--- src/rtl/rx_packet_arbiter.sv ---
// Per-port one-word RX holding registers. A round-robin arbiter drains them into a shared USB TX FIFO.
// Reset asserts asynchronously. Release takes effect at the next rising edge, so the first capture happens on that edge.
module rx_packet_arbiter #(
  parameter int NUM_PORTS   = 4,
  parameter int DATA_WIDTH  = 32,
  localparam int ADDR_WIDTH = (NUM_PORTS > 1) ? $clog2(NUM_PORTS) : 1
) (
  input  logic                            clk,
  input  logic                            rst,
  input  logic [NUM_PORTS*DATA_WIDTH-1:0] in_data,
  input  logic [NUM_PORTS-1:0]            in_valid,
  output logic [NUM_PORTS-1:0]            in_full,
  input  logic [NUM_PORTS-1:0]            port_enable,
  output logic [DATA_WIDTH-1:0]           out_data,
  output logic [ADDR_WIDTH-1:0]           out_addr,
  output logic                            out_wr_en,
  input  logic                            fifo_full,
  output logic [NUM_PORTS-1:0]            overflow,
  output logic                            idle
);

  logic [NUM_PORTS-1:0]  buf_valid;
  logic [DATA_WIDTH-1:0] buf_data [NUM_PORTS];
  logic [NUM_PORTS-1:0]  overflow_q;
  logic [ADDR_WIDTH-1:0] last_grant;
  logic [ADDR_WIDTH-1:0] hold_addr;
  logic [DATA_WIDTH-1:0] hold_data;

  logic [NUM_PORTS-1:0]  elig;
  logic                  any_elig;
  logic                  found;
  logic [ADDR_WIDTH-1:0] idx;
  logic [ADDR_WIDTH-1:0] win;

  // Round-robin search starting one past the last granted port
  always_comb begin
    elig     = buf_valid & port_enable;
    any_elig = |elig;
    found    = 1'b0;
    win      = last_grant;
    idx      = '0;
    for (int k = 1; k <= NUM_PORTS; k++) begin
      idx = ADDR_WIDTH'((int'(last_grant) + k) % NUM_PORTS);
      if (!found && elig[idx]) begin
        found = 1'b1;
        win   = idx;
      end
    end
  end

  assign out_wr_en = any_elig & ~fifo_full;
  assign out_data  = any_elig ? buf_data[win] : hold_data;
  assign out_addr  = any_elig ? win : hold_addr;
  assign in_full   = buf_valid;
  assign overflow  = overflow_q;
  assign idle      = ~|buf_valid;

  // Capture stage: control state under reset
  always_ff @(posedge clk or negedge rst) begin
    if (!rst) begin
      buf_valid  <= '0;
      overflow_q <= '0;
      last_grant <= ADDR_WIDTH'(NUM_PORTS - 1);
      hold_addr  <= '0;
      hold_data  <= '0;
    end else begin
      for (int i = 0; i < NUM_PORTS; i++) begin
        if (in_valid[i] && buf_valid[i]) overflow_q[i] <= 1'b1;
        if (out_wr_en && (win == ADDR_WIDTH'(i))) buf_valid[i] <= 1'b0;
        else if (in_valid[i] && !buf_valid[i]) buf_valid[i] <= 1'b1;
      end
      if (out_wr_en) last_grant <= win;
      if (any_elig) begin
        hold_addr <= win;
        hold_data <= buf_data[win];
      end
    end
  end

  // Holding registers carry data only; occupancy is tracked by buf_valid
  always_ff @(posedge clk) begin
    for (int i = 0; i < NUM_PORTS; i++) begin
      if (in_valid[i] && !buf_valid[i]) buf_data[i] <= in_data[i*DATA_WIDTH +: DATA_WIDTH];
    end
  end

endmodule

--- config.mk ---
export PLATFORM = sky130hd
export DESIGN_NAME = rx_packet_arbiter
export DESIGN_NICKNAME = d
export VERILOG_FILES = /design/src/rtl/rx_packet_arbiter.sv
export SDC_FILE = /design/constraint.sdc
export NUM_CORES = 1
export LEC_CHECK = 0
export ABC_AREA = 1
export CORE_ASPECT_RATIO = 0.8
export CORE_MARGIN = 2
export CORE_UTILIZATION = 48
export DETAILED_ROUTE_END_ITERATION = 10
export PLACE_DENSITY = 0.89
export SETUP_SLACK_MARGIN = 0.1
export SLEW_MARGIN = 10
export SYNTH_ARGS = -nofsm -noshare
export SYNTH_HDL_FRONTEND = slang
export SYNTH_SLANG_ARGS = --single-unit
--- constraint.sdc ---
create_clock -name clk -period 2.8 [get_ports clk]
set_clock_uncertainty 0.15 [all_clocks]
set_input_delay 0.28 -clock clk [delete_from_list [all_inputs] [get_ports clk]]
set_output_delay 0.28 -clock clk [all_outputs]
set_load 0.02 [all_outputs]
==> results.ini, run 1 <==
[sta]
grt_setup_unrepaired=true
clock.fmax_ghz=0.321
relSlewSlack=0.558
period_minus_slack_ns=3.12
setup_slack_ns=-0.318
drv_slew=0
tightest_slew_ns=0.663
period_share=1.11
setup_viol=35
hold_violations=0

[global_route]
grt_pass1_vias=5775
grt_start_max_net_pins=45
grtUsageTotal=0.279
gr-total-overflow=0
grt_antenna_before_repair=2
grt_pass1_wl_mm=31.1

[synth]
synth_edf_count=128
yosysWarnings=0
synth_ff_type=edfxtp_1
synth_seq_area_share=0.719
synth_top_family_by_area=simple AND/OR/NAND/NOR gates
ys_top_cells_by_area=edfxtp_1, nand2_1, dfrtp_1
synth_seq_cells=172
syn_avg_cell_area_sq_um=11.1
synth_top_area_share=0.559
synth.mux.area_fraction=0
synthXorXnorAreaFrac=0
yosys.area_share.simple=0.236
yosysTopAreaCell=edfxtp_1
synth_nets=757
syn_area_sq_um=6880
synth.distinct_cells=24
yosysMostFrequentCell=nand2_1
syn_inst=618
synth_compound_area_frac=0.0118
synthAdderAreaFrac=0
synth-async-reset-ratio=0.256
synth_commonest_cells=nand2_1, edfxtp_1, nand3_1, dfrtp_1

[clock_tree]
cts-root-buf=clkbuf_16
numCtsBuffers=17
cts_tree=built
clockBufferDepth=2
clk_pin_slew_ns=0.07
cts_sinks=172
clk-insertion-delay-late_ns=0.43
cts_max_level=4

[routing]
ant_nets=0
drcViolationCount=0
routed_via_density=5.28
drt_wl_total_mm=21.6
drt_iter0_drc=488
routedWlPerCell_um=20.1
drtPass1Iterations=5
vias=5667

[cells_and_area]
layout-drive-gt1-share=0.304
stdcell_area_sq_um=10900
fill_cells=849
multi_input_area_sq_um=2220
antenna_cells=0
final_cells=1073
synthToLayoutAreaGrowth_pct=57.7
post-route-util=0.767
seq_area_sq_um=4950
nets=1015

[min_path]
min_path_type=in -> reg
whs_path_depth=1
min-delay-start=in_data[47]
hold_end=buf_data[1][15]

[placement]
placed_cells=1002
dpl_cell_area_sq_um=9220
gp_congestion=0.823
io_buffers=182
hpwlAfterDp_mm=12.6

[setup_path]
r2r_cells=21
start_kind=flip-flop
critPathSlowestCell=dfstp_2
required_ns=2.37
critPathKind=reg -> out
reg2reg_slack_ns=-0.27
critPathCaptureType=primary output
cp_top_family=simple AND/OR/NAND/NOR gates
crit_fanout=8
r2r_end=hold_data[25]
cp_num_buf_inv=4
cp_cell_sequence=buf_8 -> nand2_2 -> nand2_2 -> nand2_4 -> nand2_8 -> nand2_1 -> nand2_1 -> nand2_4 -> nand2_8 -> buf_6 -> buf_12 -> nand2_2 -> nand2_2 -> nand2_2 -> nand3_2 -> buf_6
rr_startpoint=last_grant[1]
critPathLaunch=last_grant[0]
crit_top_cell=nand2_2
worstPathArrival_ns=2.69
slowest_delay_ns=0.59

[floorplanning]
die_h_um=111
initial_core_util=0.486
num_rows=39
die_w_um=138
ios=183
core_sq_um=14200
dieArea_sq_um=15300

[status]
violations=negative setup slack
status=finished, violations left

[flow_run]
cap_violations=0

stage by stage:
step	hold slack, ns	TNS [ns]	setup slack [ns]
final	0.247	-9.17	-0.318
after global routing	0.230	-12.76	-0.412
after CTS	0.238	-5.10	-0.201
after detailed placement	0.275	-10.36	-0.361
after global placement	0.272	-7.56	-0.273
after floorplan	-0.166	0	0.317
logic make-up (layout without fill, tap and decap cells):
family / count (synthesis) / count (layout)
buffers and inverters: 36 / 307
AO/OA/AOI/OAI: 13 / 13
AND/OR/NAND/NOR: 397 / 397
flip-flops: 172 / 172
worst max-delay path by stage:
stage	end	slack [ns]	cells after the start
floorplan	buf_data[3][0]	0.32	1
global placement	out_data[6]	-0.27	15
detailed placement	out_data[14]	-0.36	15
CTS	out_data[0]	-0.20	14
global route	out_data[19]	-0.41	15
finish	out_data[24]	-0.32	16
area by class of cell:
cell class | count | share of cell area
flip-flops and latches | 172 | 0.456
repair buffers | 265 | 0.262
multi-input cells | 410 | 0.204
clock buffers | 18 | 0.0405
well taps | 184 | 0.0212
clock inverters | 14 | 0.0127
inverters | 10 | 0.00392
cells in the final DEF, fill, tap and decap left out, types with 2 or more instances in the layout:
cell | Yosys | layout
inv_2 | 3 | 3
nand4_1 | 3 | 3
edfxtp_1 | 128 | 128
inv_4 | 0 | 2
clkinvlp_4 | 0 | 4
buf_12 | 0 | 13
inv_1 | 7 | 5
buf_16 | 0 | 4
nand3_4 | 1 | 3
clkbuf_16 | 0 | 20
nand3_2 | 0 | 34
nor2_1 | 11 | 6
inv_6 | 0 | 3
nor2_4 | 2 | 7
a31oi_1 | 4 | 4
a21o_1 | 4 | 4
nand2_4 | 1 | 11
nand3_1 | 47 | 11
o21ai_2 | 0 | 2
nand2_1 | 320 | 264
nand2_2 | 11 | 51
dfstp_2 | 2 | 2
clkinv_4 | 0 | 4
clkdlybuf4s50_1 | 0 | 146
dfrtp_1 | 42 | 42
buf_4 | 3 | 54
nand2_8 | 0 | 6
buf_6 | 9 | 40
sequential cells by signal (all words and copies together) (netlist names):
name	count
buf_data	128
hold_data	32
in_full	4
overflow	4
hold_addr	2
last_grant	2
layer usage:
metal | up-vias | global-route usage | share of wire
li1 | 2567 | - | -
met1 | 2747 | 0.349 | 0.39
met2 | 290 | 0.461 | 0.50
met3 | 59 | 0.0846 | 0.079
met4 | 4 | 0.0952 | 0.028
met5 | - | 0 | 0.0013
repair_timing:
item / CTS / global route
gates resized for setup: 257 / 85
hold buffers: 1 / 0
pin swaps: 9 / 41
endpoints found under the setup margin: 35 / 36
hold endpoints to repair: 42 / 0
cloned: 5 / 3
buffers inserted: 13 / 17
Power of run 1 is not shown: default switching activity piles up to over one toggle a cycle in this logic, so the estimate is an artifact.
==> run 2, diff against run 1 <==
CTS_CLUSTER_DIAMETER = 60   (was default)
==> results of run 2 <==
Same layout as run 1: the final DEF is identical, and so are final timing and power.
Power of run 2 is left out for the same reason.
==> run 3, diff against run 2 <==
CORE_ASPECT_RATIO = default   (was 0.8)
PLACE_DENSITY = 0.79   (was 0.89)
==> results.ini, run 3 (synthesis gave the netlist of run 1 again) <==
[status]
status=finished, violations left
violations=negative setup slack

[routing]
vias=5641  ; -0.46%
routed_via_density=5.32  ; +0.76%
drt_iter0_drc=525  ; +7.6%
drt_wl_total_mm=21.3  ; -1.6%
ant_nets=0  ; unchanged
routedWlPerCell_um=20.1  ; -0.37%
drcViolationCount=0  ; unchanged
drtPass1Iterations=5  ; unchanged

[cells_and_area]
mostFrequentLayoutCells=nand2_1, clkdlybuf4s50_1, edfxtp_1
synthToLayoutAreaGrowth_pct=54.4
largest_register_ffs=128  ; unchanged
top_register=buf_data
final_common_cell=nand2_1
antenna_cells=0  ; unchanged
final_cells=1060  ; -1.2%
nets=1006  ; -0.89%
top_regs=buf_data (128), hold_data (32)
layout-drive-gt1-share=0.257  ; -0.0469

[sta]
drv_slew=0  ; unchanged
period_minus_slack_ns=3.03  ; -0.0832 ns
setup_viol=33  ; -5.7%
grt_setup_unrepaired=true
relSlewSlack=0.232  ; -0.325
period_share=1.08  ; -0.0297
clock.fmax_ghz=0.330  ; +2.7%
hold_violations=0  ; unchanged
setup_slack_ns=-0.234  ; +0.0832 ns
tightest_slew_ns=1.15  ; +0.488 ns

[placement]
gp_congestion=0.873  ; +6.1%
placed_cells=998  ; -0.40%
hpwlAfterDp_mm=13.2  ; +4.8%
io_buffers=182  ; unchanged

[clock_tree]
clk-insertion-delay-late_ns=0.43  ; about the same
cts_max_level=4  ; unchanged
clockBufferDepth=2  ; unchanged
clk_pin_slew_ns=0.07  ; about the same
cts-root-buf=clkbuf_16
cts_tree=built
numCtsBuffers=17  ; unchanged
cts_sinks=172  ; unchanged

[setup_path]
worstPathArrival_ns=2.60  ; -0.09 ns
critPathKind=reg -> out
crit_fanout=16  ; +8
required_ns=2.37  ; about the same
critPathCaptureType=primary output
start_kind=flip-flop

[global_route]
grt_start_max_net_pins=45  ; unchanged
grtUsageTotal=0.281  ; +0.00174
grt_antenna_before_repair=0  ; -2
grt_pass1_vias=5781  ; +0.10%
gr-total-overflow=0  ; unchanged
grt_pass1_wl_mm=30.8  ; -1.0%

[floorplanning]
initial_core_util=0.494  ; +0.00755
ios=183  ; unchanged
die_w_um=124  ; -10%
dieArea_sq_um=15300  ; about the same
die_h_um=124  ; +11%
num_rows=43  ; +10%
core_sq_um=13900  ; -1.5%

[flow_run]
cap_violations=0  ; unchanged

[min_path]
min_path_type=in -> reg

==> run 3: cell types whose count changed in the layout (fill, tap and decap cells not counted), sizes merged <==
cell	before	now
buf	113	106
inv	14	11
clkinvlp	4	2
bufinv	1	3
clkbuf	21	22
==> run 3: what timing repair did <==
action,4_1_cts,5_1_grt
gates cloned,5,1
gates resized for setup,251,46
hold buffers,1,0
setup endpoints to repair,35,35
hold endpoints to repair,42,0
setup buffers,10,13
pin swaps,11,32
==> run 3: path summary, 6_finish.rpt <==
| check | from | end | slack [ns] | cells past startpoint |
|---|---|---|---|---|
| min | in_data[124] | buf_data[3][28] | 0.25 | 1 |
| max | last_grant[0] | out_data[9] | -0.23 | 15 |
| max in group asynchronous | rst | hold_data[26] | 1.32 | 2 |
| max reg2reg | last_grant[0] | hold_data[9] | 0.24 | 16 |
| min in group asynchronous | rst | in_full[2] | 0.46 | 2 |
| min reg2reg | overflow[2] | overflow[2] | 0.30 | 1 |
==> run 3: critical path: stages (launching register included) <==
cell and delay [ns]:
dfstp_2 0.56, buf_4 0.13, nand3_1 0.11, nand2_2 0.11
nand2_2 0.07, nand2_4 0.09, nand3_4 0.13, nand2_4 0.11
nand2_4 0.09, buf_12 0.15, buf_16 0.15, nand2_1 0.08
nand2_1 0.07, nand2_1 0.09, nand3_2 0.10, buf_6 0.15
==> run 3: final cells by class <==
class | instances | area, sq um
flip-flops and latches | 172 | 4950
fillers | 831 | 3310
repair buffers | 256 | 2750
multi-input cells | 410 | 2070
clock buffers | 21 | 450
well taps | 180 | 225
clock inverters | 11 | 143
inverters | 10 | 37.5
==> run 3: stage by stage <==
stage | hold slack [ns] | setup WS (ns) | TNS, ns | utilization | instance area (sq um)
2_1_floorplan | -0.166 | 0.317 | 0 | - | 6880
3_3_place_gp | 0.288 | -0.361 | -10.53 | 0.663 | 9240
3_5_place_dp | 0.302 | -0.408 | -11.68 | 0.663 | 9240
4_1_cts | 0.241 | -0.193 | -5.02 | 0.741 | 10300
5_1_grt | 0.236 | -0.353 | -10.13 | 0.762 | 10600
6_report | 0.252 | -0.234 | -5.99 | 0.762 | 10600
==> run 3: routing by layer <==
layer	up-vias	track usage	share of wire
met3	57	0.0723	0.10
met5	-	0	0
met2	355	0.469	0.48
met1	2676	0.355	0.38
met4	0	0.101	0.033
li1	2553	-	-
Power of run 3 is left out for the same reason.
